===== config.mk =====
export PLATFORM = sky130hd
export DESIGN_NAME = dsm_mash_mod
export DESIGN_NICKNAME = d
export VERILOG_FILES = /design/src/rtl/dsm_pkg.sv /design/src/rtl/dsm_accum_stage.sv /design/src/rtl/dsm_mash_mod.sv
export SDC_FILE = /design/constraint.sdc
export NUM_CORES = 1
export LEC_CHECK = 0
export ABC_AREA = 1
export CAP_MARGIN = 30
export CORE_UTILIZATION = 62
export DETAILED_ROUTE_END_ITERATION = 6
export GPL_TIMING_DRIVEN = 0
export PLACE_DENSITY = 0.86
export SLEW_MARGIN = 20
export SYNTH_ARGS = -nofsm -noshare
export SYNTH_HDL_FRONTEND = slang
export SYNTH_SLANG_ARGS = --single-unit

===== constraint.sdc =====
create_clock -name clk -period 5.3 [get_ports clk]
set_input_delay 0.53 -clock clk [delete_from_list [all_inputs] [get_ports clk]]
set_output_delay 0.53 -clock clk [all_outputs]
set_load 0.05 [all_outputs]

===== src/rtl/dsm_pkg.sv =====
// Shared constants and helpers for the MASH 1-1-1 modulator.
package dsm_pkg;

  localparam int DSM_OUT_W   = 4;
  localparam int LFSR_W_DEF  = 15;
  localparam int LFSR_SD_DEF = 1;
  // Taps as offsets below the MSB: x^W + x^(W-1) + 1
  localparam int LFSR_TAP_A  = 1;
  localparam int LFSR_TAP_B  = 2;

  typedef enum logic [1:0] {
    ORD_DEF = 2'd0,
    ORD_1   = 2'd1,
    ORD_2   = 2'd2,
    ORD_3   = 2'd3
  } ord_e;

  function automatic logic [1:0] eff_order(
    input logic [1:0] o,
    input logic [1:0] max_o
  );
    logic [1:0] r;
    r = (o == ORD_DEF) ? ORD_1 : o;
    if (r > max_o) r = max_o;
    return r;
  endfunction

  function automatic logic [DSM_OUT_W-1:0] ext(
    input logic b
  );
    return {{(DSM_OUT_W-1){1'b0}}, b};
  endfunction

endpackage


===== src/rtl/dsm_accum_stage.sv =====
// One wrap-around accumulator of the MASH chain.
// Sum and carry are combinational; acc updates on en.
module dsm_accum_stage
  import dsm_pkg::*;
#(
  parameter int WIDTH = 16
) (
  input  logic             clk,
  input  logic             reset,
  input  logic             en_i,
  input  logic             clr_i,
  input  logic [WIDTH-1:0] add_i,
  input  logic             cin_i,
  output logic [WIDTH-1:0] sum_o,
  output logic             cout_o
);

  logic [WIDTH-1:0] acc_q;
  logic [WIDTH-1:0] acc_d;
  logic [WIDTH:0]   raw;

  always_comb begin
    raw = {1'b0, acc_q}
        + {1'b0, add_i}
        + {{WIDTH{1'b0}}, cin_i};
    sum_o  = clr_i ? '0 : raw[WIDTH-1:0];
    cout_o = clr_i ? 1'b0 : raw[WIDTH];
    acc_d  = en_i ? sum_o : acc_q;
  end

  always_ff @(posedge clk or negedge reset) begin
    if (!reset) acc_q <= '0;
    else        acc_q <= acc_d;
  end

endmodule


===== src/rtl/dsm_mash_mod.sv =====
// MASH 1-1-1 sigma-delta modulator with run-time order,
// LFSR dither and a double-buffered input word.
module dsm_mash_mod
  import dsm_pkg::*;
#(
  parameter int WIDTH   = 16,
  parameter int ORDER   = 3,
  parameter int LFSR_W  = LFSR_W_DEF,
  parameter int LFSR_SD = LFSR_SD_DEF
) (
  input  logic                 clk,
  input  logic                 reset,
  input  logic                 en,
  input  logic [1:0]           ord,
  input  logic                 dither_en,
  input  logic [WIDTH-1:0]     din,
  input  logic                 din_valid,
  output logic                 din_ready,
  output logic [DSM_OUT_W-1:0] dout,
  output logic                 dout_valid,
  output logic                 carry1
);

  logic [WIDTH-1:0]     x_q, x_d;
  logic [WIDTH-1:0]     sh_q, sh_d;
  logic                 full_q, full_d;
  logic [LFSR_W-1:0]    lfsr_q, lfsr_d;
  logic                 c2d1_q, c2d1_d;
  logic                 c3d1_q, c3d1_d;
  logic                 c3d2_q, c3d2_d;
  logic [DSM_OUT_W-1:0] dout_q, dout_d;
  logic                 dv_q, dv_d;
  logic                 cy1_q, cy1_d;

  logic [1:0]           eo;
  logic                 clr2, clr3;
  logic                 dith, accept, fb;
  logic [WIDTH-1:0]     s1, s2, s3;
  logic                 c1, c2, c3;
  logic                 c2d1e, c3d1e, c3d2e;
  logic [DSM_OUT_W-1:0] y;

  assign eo   = eff_order(ord, 2'(ORDER));
  assign clr2 = (eo < 2'd2);
  assign clr3 = (eo < 2'd3);
  assign dith = dither_en & lfsr_q[0];

  dsm_accum_stage #(.WIDTH(WIDTH)) u_st1 (
    .clk    (clk),
    .reset  (reset),
    .en_i   (en),
    .clr_i  (1'b0),
    .add_i  (x_q),
    .cin_i  (dith),
    .sum_o  (s1),
    .cout_o (c1)
  );

  if (ORDER >= 2) begin : g_st2
    dsm_accum_stage #(.WIDTH(WIDTH)) u_st2 (
      .clk    (clk),
      .reset  (reset),
      .en_i   (en),
      .clr_i  (clr2),
      .add_i  (s1),
      .cin_i  (1'b0),
      .sum_o  (s2),
      .cout_o (c2)
    );
  end else begin : g_no2
    assign s2 = '0;
    assign c2 = 1'b0;
  end

  if (ORDER >= 3) begin : g_st3
    dsm_accum_stage #(.WIDTH(WIDTH)) u_st3 (
      .clk    (clk),
      .reset  (reset),
      .en_i   (en),
      .clr_i  (clr3),
      .add_i  (s2),
      .cin_i  (1'b0),
      .sum_o  (s3),
      .cout_o (c3)
    );
  end else begin : g_no3
    assign s3 = '0;
    assign c3 = 1'b0;
  end

  logic unused_s;
  assign unused_s = ^{s2, s3};

  // Delays of a disabled stage read as zero on the step that drops it
  assign c2d1e = clr2 ? 1'b0 : c2d1_q;
  assign c3d1e = clr3 ? 1'b0 : c3d1_q;
  assign c3d2e = clr3 ? 1'b0 : c3d2_q;

  assign y = ext(c1)
           + ext(c2) - ext(c2d1e)
           + ext(c3)
           - {ext(c3d1e)[DSM_OUT_W-2:0], 1'b0}
           + ext(c3d2e);

  assign fb = lfsr_q[LFSR_W-LFSR_TAP_A]
            ^ lfsr_q[LFSR_W-LFSR_TAP_B];

  always_comb begin
    accept = din_valid & ~full_q;
    sh_d   = sh_q;
    full_d = full_q;
    x_d    = x_q;
    lfsr_d = lfsr_q;
    c2d1_d = c2d1_q;
    c3d1_d = c3d1_q;
    c3d2_d = c3d2_q;
    dout_d = dout_q;
    dv_d   = 1'b0;
    cy1_d  = cy1_q;
    if (accept) begin
      sh_d   = din;
      full_d = 1'b1;
    end
    if (en) begin
      if (full_q) begin
        x_d    = sh_q;
        full_d = 1'b0;
      end
      lfsr_d = {lfsr_q[LFSR_W-2:0], fb};
      c2d1_d = c2;
      c3d1_d = c3;
      c3d2_d = clr3 ? 1'b0 : c3d1_q;
      dout_d = y;
      dv_d   = 1'b1;
      cy1_d  = c1;
    end
  end

  always_ff @(posedge clk or negedge reset) begin
    if (!reset) begin
      x_q    <= '0;
      sh_q   <= '0;
      full_q <= 1'b0;
      lfsr_q <= LFSR_W'(LFSR_SD);
      c2d1_q <= 1'b0;
      c3d1_q <= 1'b0;
      c3d2_q <= 1'b0;
      dout_q <= '0;
      dv_q   <= 1'b0;
      cy1_q  <= 1'b0;
    end else begin
      x_q    <= x_d;
      sh_q   <= sh_d;
      full_q <= full_d;
      lfsr_q <= lfsr_d;
      c2d1_q <= c2d1_d;
      c3d1_q <= c3d1_d;
      c3d2_q <= c3d2_d;
      dout_q <= dout_d;
      dv_q   <= dv_d;
      cy1_q  <= cy1_d;
    end
  end

  assign din_ready  = ~full_q;
  assign dout       = dout_q;
  assign dout_valid = dv_q;
  assign carry1     = cy1_q;

endmodule


==> run_results.csv <==
group,metric,value,unit
clocking,clockBufferDepth,2,
floorplanning,initial_core_util,0.648,
global_routing,antenna_found_initial,0,
layout,final_cells,1069,
route,route.detailed.drc,9,
place,post-dp-hpwl,11200,um
layout,num-nets-final,1011,
synth,yosys-top-cells-area,"dfrtp_1 38%, nand2_1 17%, ha_1 10%",
global_routing,grt_pass1_wl,25400,um
worst_setup_path,critPathArrivalTime,5370,ps
worst_setup_path,critPathSlowestCell,"clkdlybuf4s50_1",
route,drt_iter0_drc,525,
place,io_buffers,28,
global_routing,grt-ovfl-total,0,
synth,synth_cells,878,
layout,syn2layout_area_growth,14.8,%
place,dpl.cell_count,1043,
route,firstDrtPassIters,7,
timing,whs,16.1,ps
worst_setup_path,crit_fanout,4,
synth,yosysTopAreaCell,"dfrtp_1",
worst_setup_path,cp_num_cells,29,
synth,synth_top_area_share,0.384,
clocking,cts_tree,"yes",
clocking,cts_buffers,9,
clocking,cts_max_level,3,
synth,postSynthAreaPerCell,7.72,um2
layout,drive_gt1_frac,0.139,
timing,fmax,196,MHz
min_path,hold_path.class,"in2async",
timing,slew_headroom,0.552,
place,dpl-instance-area,7260,um2
clocking,cts_hold_buf,0,
synth,synth-edff-count,0,
timing,fin_crit,5110,ps
synth,syn_area,6780,um2
worst_setup_path,worstSetupPathType,"in2reg",
synth,synthTopCellsByCount,"300 x nand2_1, 107 x inv_1, 104 x dfrtp_1",
floorplanning,dieHeight,107,um
floorplanning,dieArea,11400,um2
global_routing,track_usage,0.288,
floorplanning,core,10500,um2
route,drt-vias-per-instance,5.67,
timing,hold_violations,0,
route,final_antenna_net_count,0,
worst_setup_path,crit_buf_inv,3,
worst_setup_path,critPathTopFamily,"adder cells",
worst_setup_path,r2r_cells,28,
place,gp_congestion,0.907,
synth,ys_ff_latch,105,
route,wirelength,16300,um
worst_setup_path,crit_path_frequent_cell,"nand2_1",
timing,period_share,0.964,
layout,fin_area,7780,um2
run_status,violations,"DRC",
synth,synth.distinct_cells,36,
worst_setup_path,required,5560,ps
floorplanning,io_pins,30,
clocking,root_buffer,"clkbuf_8",
timing,layout_setup_ws,193,ps
timing,tightestPinTransition,672,ps
global_routing,grt_pass1_vias,5404,
synth,yosysMostFrequentCell,"nand2_1",
worst_setup_path,endpoint_kind,"register",
floorplanning,die_w,107,um
timing,slew_viol_final,0,
route,vias,6057,
synth,ys_seq_area_frac,0.388,
clocking,cts.sinks,105,
timing,setup_violations,0,
layout,fillers,767,
synth,yosys_warnings,0,
layout,n_antenna_cell,0,
run_status,status,"finished, violations left",
synth,async_flop_share,1.00,
synth,synth_nets,961,
worst_setup_path,startpoint_type,"input pin",
place,dpl_worst_slack,-584,ps
run,maxCapViolations,0,
floorplanning,rows,37,
clocking,clk_latency,400,ps
route,post_drt_wl_per_cell,15.3,um
synth,synth_ff_type,"dfrtp_1",
worst_setup_path,critPathMaxStageDelay,470,ps
timing,skew,11.1,ps
clocking,cts.clk_slew.worst_paths,110,ps
global_routing,grt_start_max_net_pins,73,
-- cell usage in the layout (no fill, tap or decap), types with 3 or more instances in the layout --
cell type	n
clkdlybuf4s50_1	27
buf_4	13
xnor2_1	3
ha_1	45
nand2_2	19
dfrtp_1	104
ha_4	8
nand3b_1	7
o21ai_0	35
o21bai_1	3
nor2_4	3
fa_2	3
mux2_1	4
a21oi_1	51
clkbuf_1	3
xor2_1	4
inv_2	5
a21oi_2	5
and2_1	6
nor2_1	34
mux2_2	26
nor3_1	4
fa_1	3
inv_1	105
o21ai_2	4
nand4_1	9
nand3_1	46
o21ai_1	15
clkbuf_8	9
nand2_1	288
buf_2	11
-- what timing repair did --
action / 4_1_cts / 5_1_grt
endpoints found under the hold margin: 0 / 0
buffers inserted: 1 / 9
resized for setup: 7 / 44
pin swaps: 2 / 20
endpoints found under the setup margin: 2 / 4
-- sequential cells by signal, summed over array words and instances, names as in the netlist --
signal and cells:
c2d1_q 1, c3d1_q 1, c3d2_q 1, carry1 1, dout 4, dout_valid 1
full_q 1, g_st2.u_st2.acc_q 16, g_st3.u_st3.acc_q 16, lfsr_q 15, sh_q 16, u_st1.acc_q 16
x_q 16
-- metrics by stage --
stage,utilization,TNS (ps)
detailed placement,0.693,-1830
finish,0.744,0
global placement,0.691,-25330
floorplan,-,0
CTS,0.718,0
global route,0.744,-223
-- worst reg2reg max path: cells and delay by family, from the launching register on --
| kind | cells | cell delay, ps |
|---|---|---|
| fa+ha+maj | 6 | 1990 |
| simple gates | 17 | 1810 |
| flops | 1 | 570 |
| buf+inv | 2 | 250 |
| compound gates | 2 | 180 |
| xor+xnor | 1 | 130 |
-- cell type report --
cell class,instances,area [um2],share of cell area
multi-input combinational,645,3880,0.498
sequential,105,2630,0.338
inverter,110,413,0.0531
timing repair buffer,39,384,0.0494
tap,136,170,0.0219
clock buffer,9,124,0.0159
buffer,18,92.6,0.0119
clock inverter,7,90.1,0.0116
-- kinds of logic after synthesis --
kind of cell | Yosys count | synth area share
simple gates | 427 | 0.265
buf+inv | 128 | 0.0746
compound gates | 118 | 0.0921
flops | 105 | 0.388
fa+ha+maj | 60 | 0.117
mux | 30 | 0.0499
xor+xnor | 10 | 0.0129
-- layer usage --
| metal | track usage | wire length (um) |
|---|---|---|
| met3 | 0.0570 | 1270 |
| met1 | 0.393 | 6900 |
| met4 | 0.0793 | 391 |
| met5 | 0 | 0 |
| met2 | 0.469 | 7770 |
-- path summary, 6_finish.rpt --
check                          start                    to  slack (ps)
max reg2reg                lfsr_q[0]               dout[2]         230
min in group clk              ord[1]  g_st2.u_st2.acc_q[7]         470
max                        dither_en               dout[2]         190
max in group asynchronous      reset             lfsr_q[0]        4610
min reg2reg                   c3d1_q                c3d1_q         500
min                            reset               dout[3]          20
Power is not shown: default switching activity piles up to over one toggle a cycle in this logic, so the estimate is an artifact.
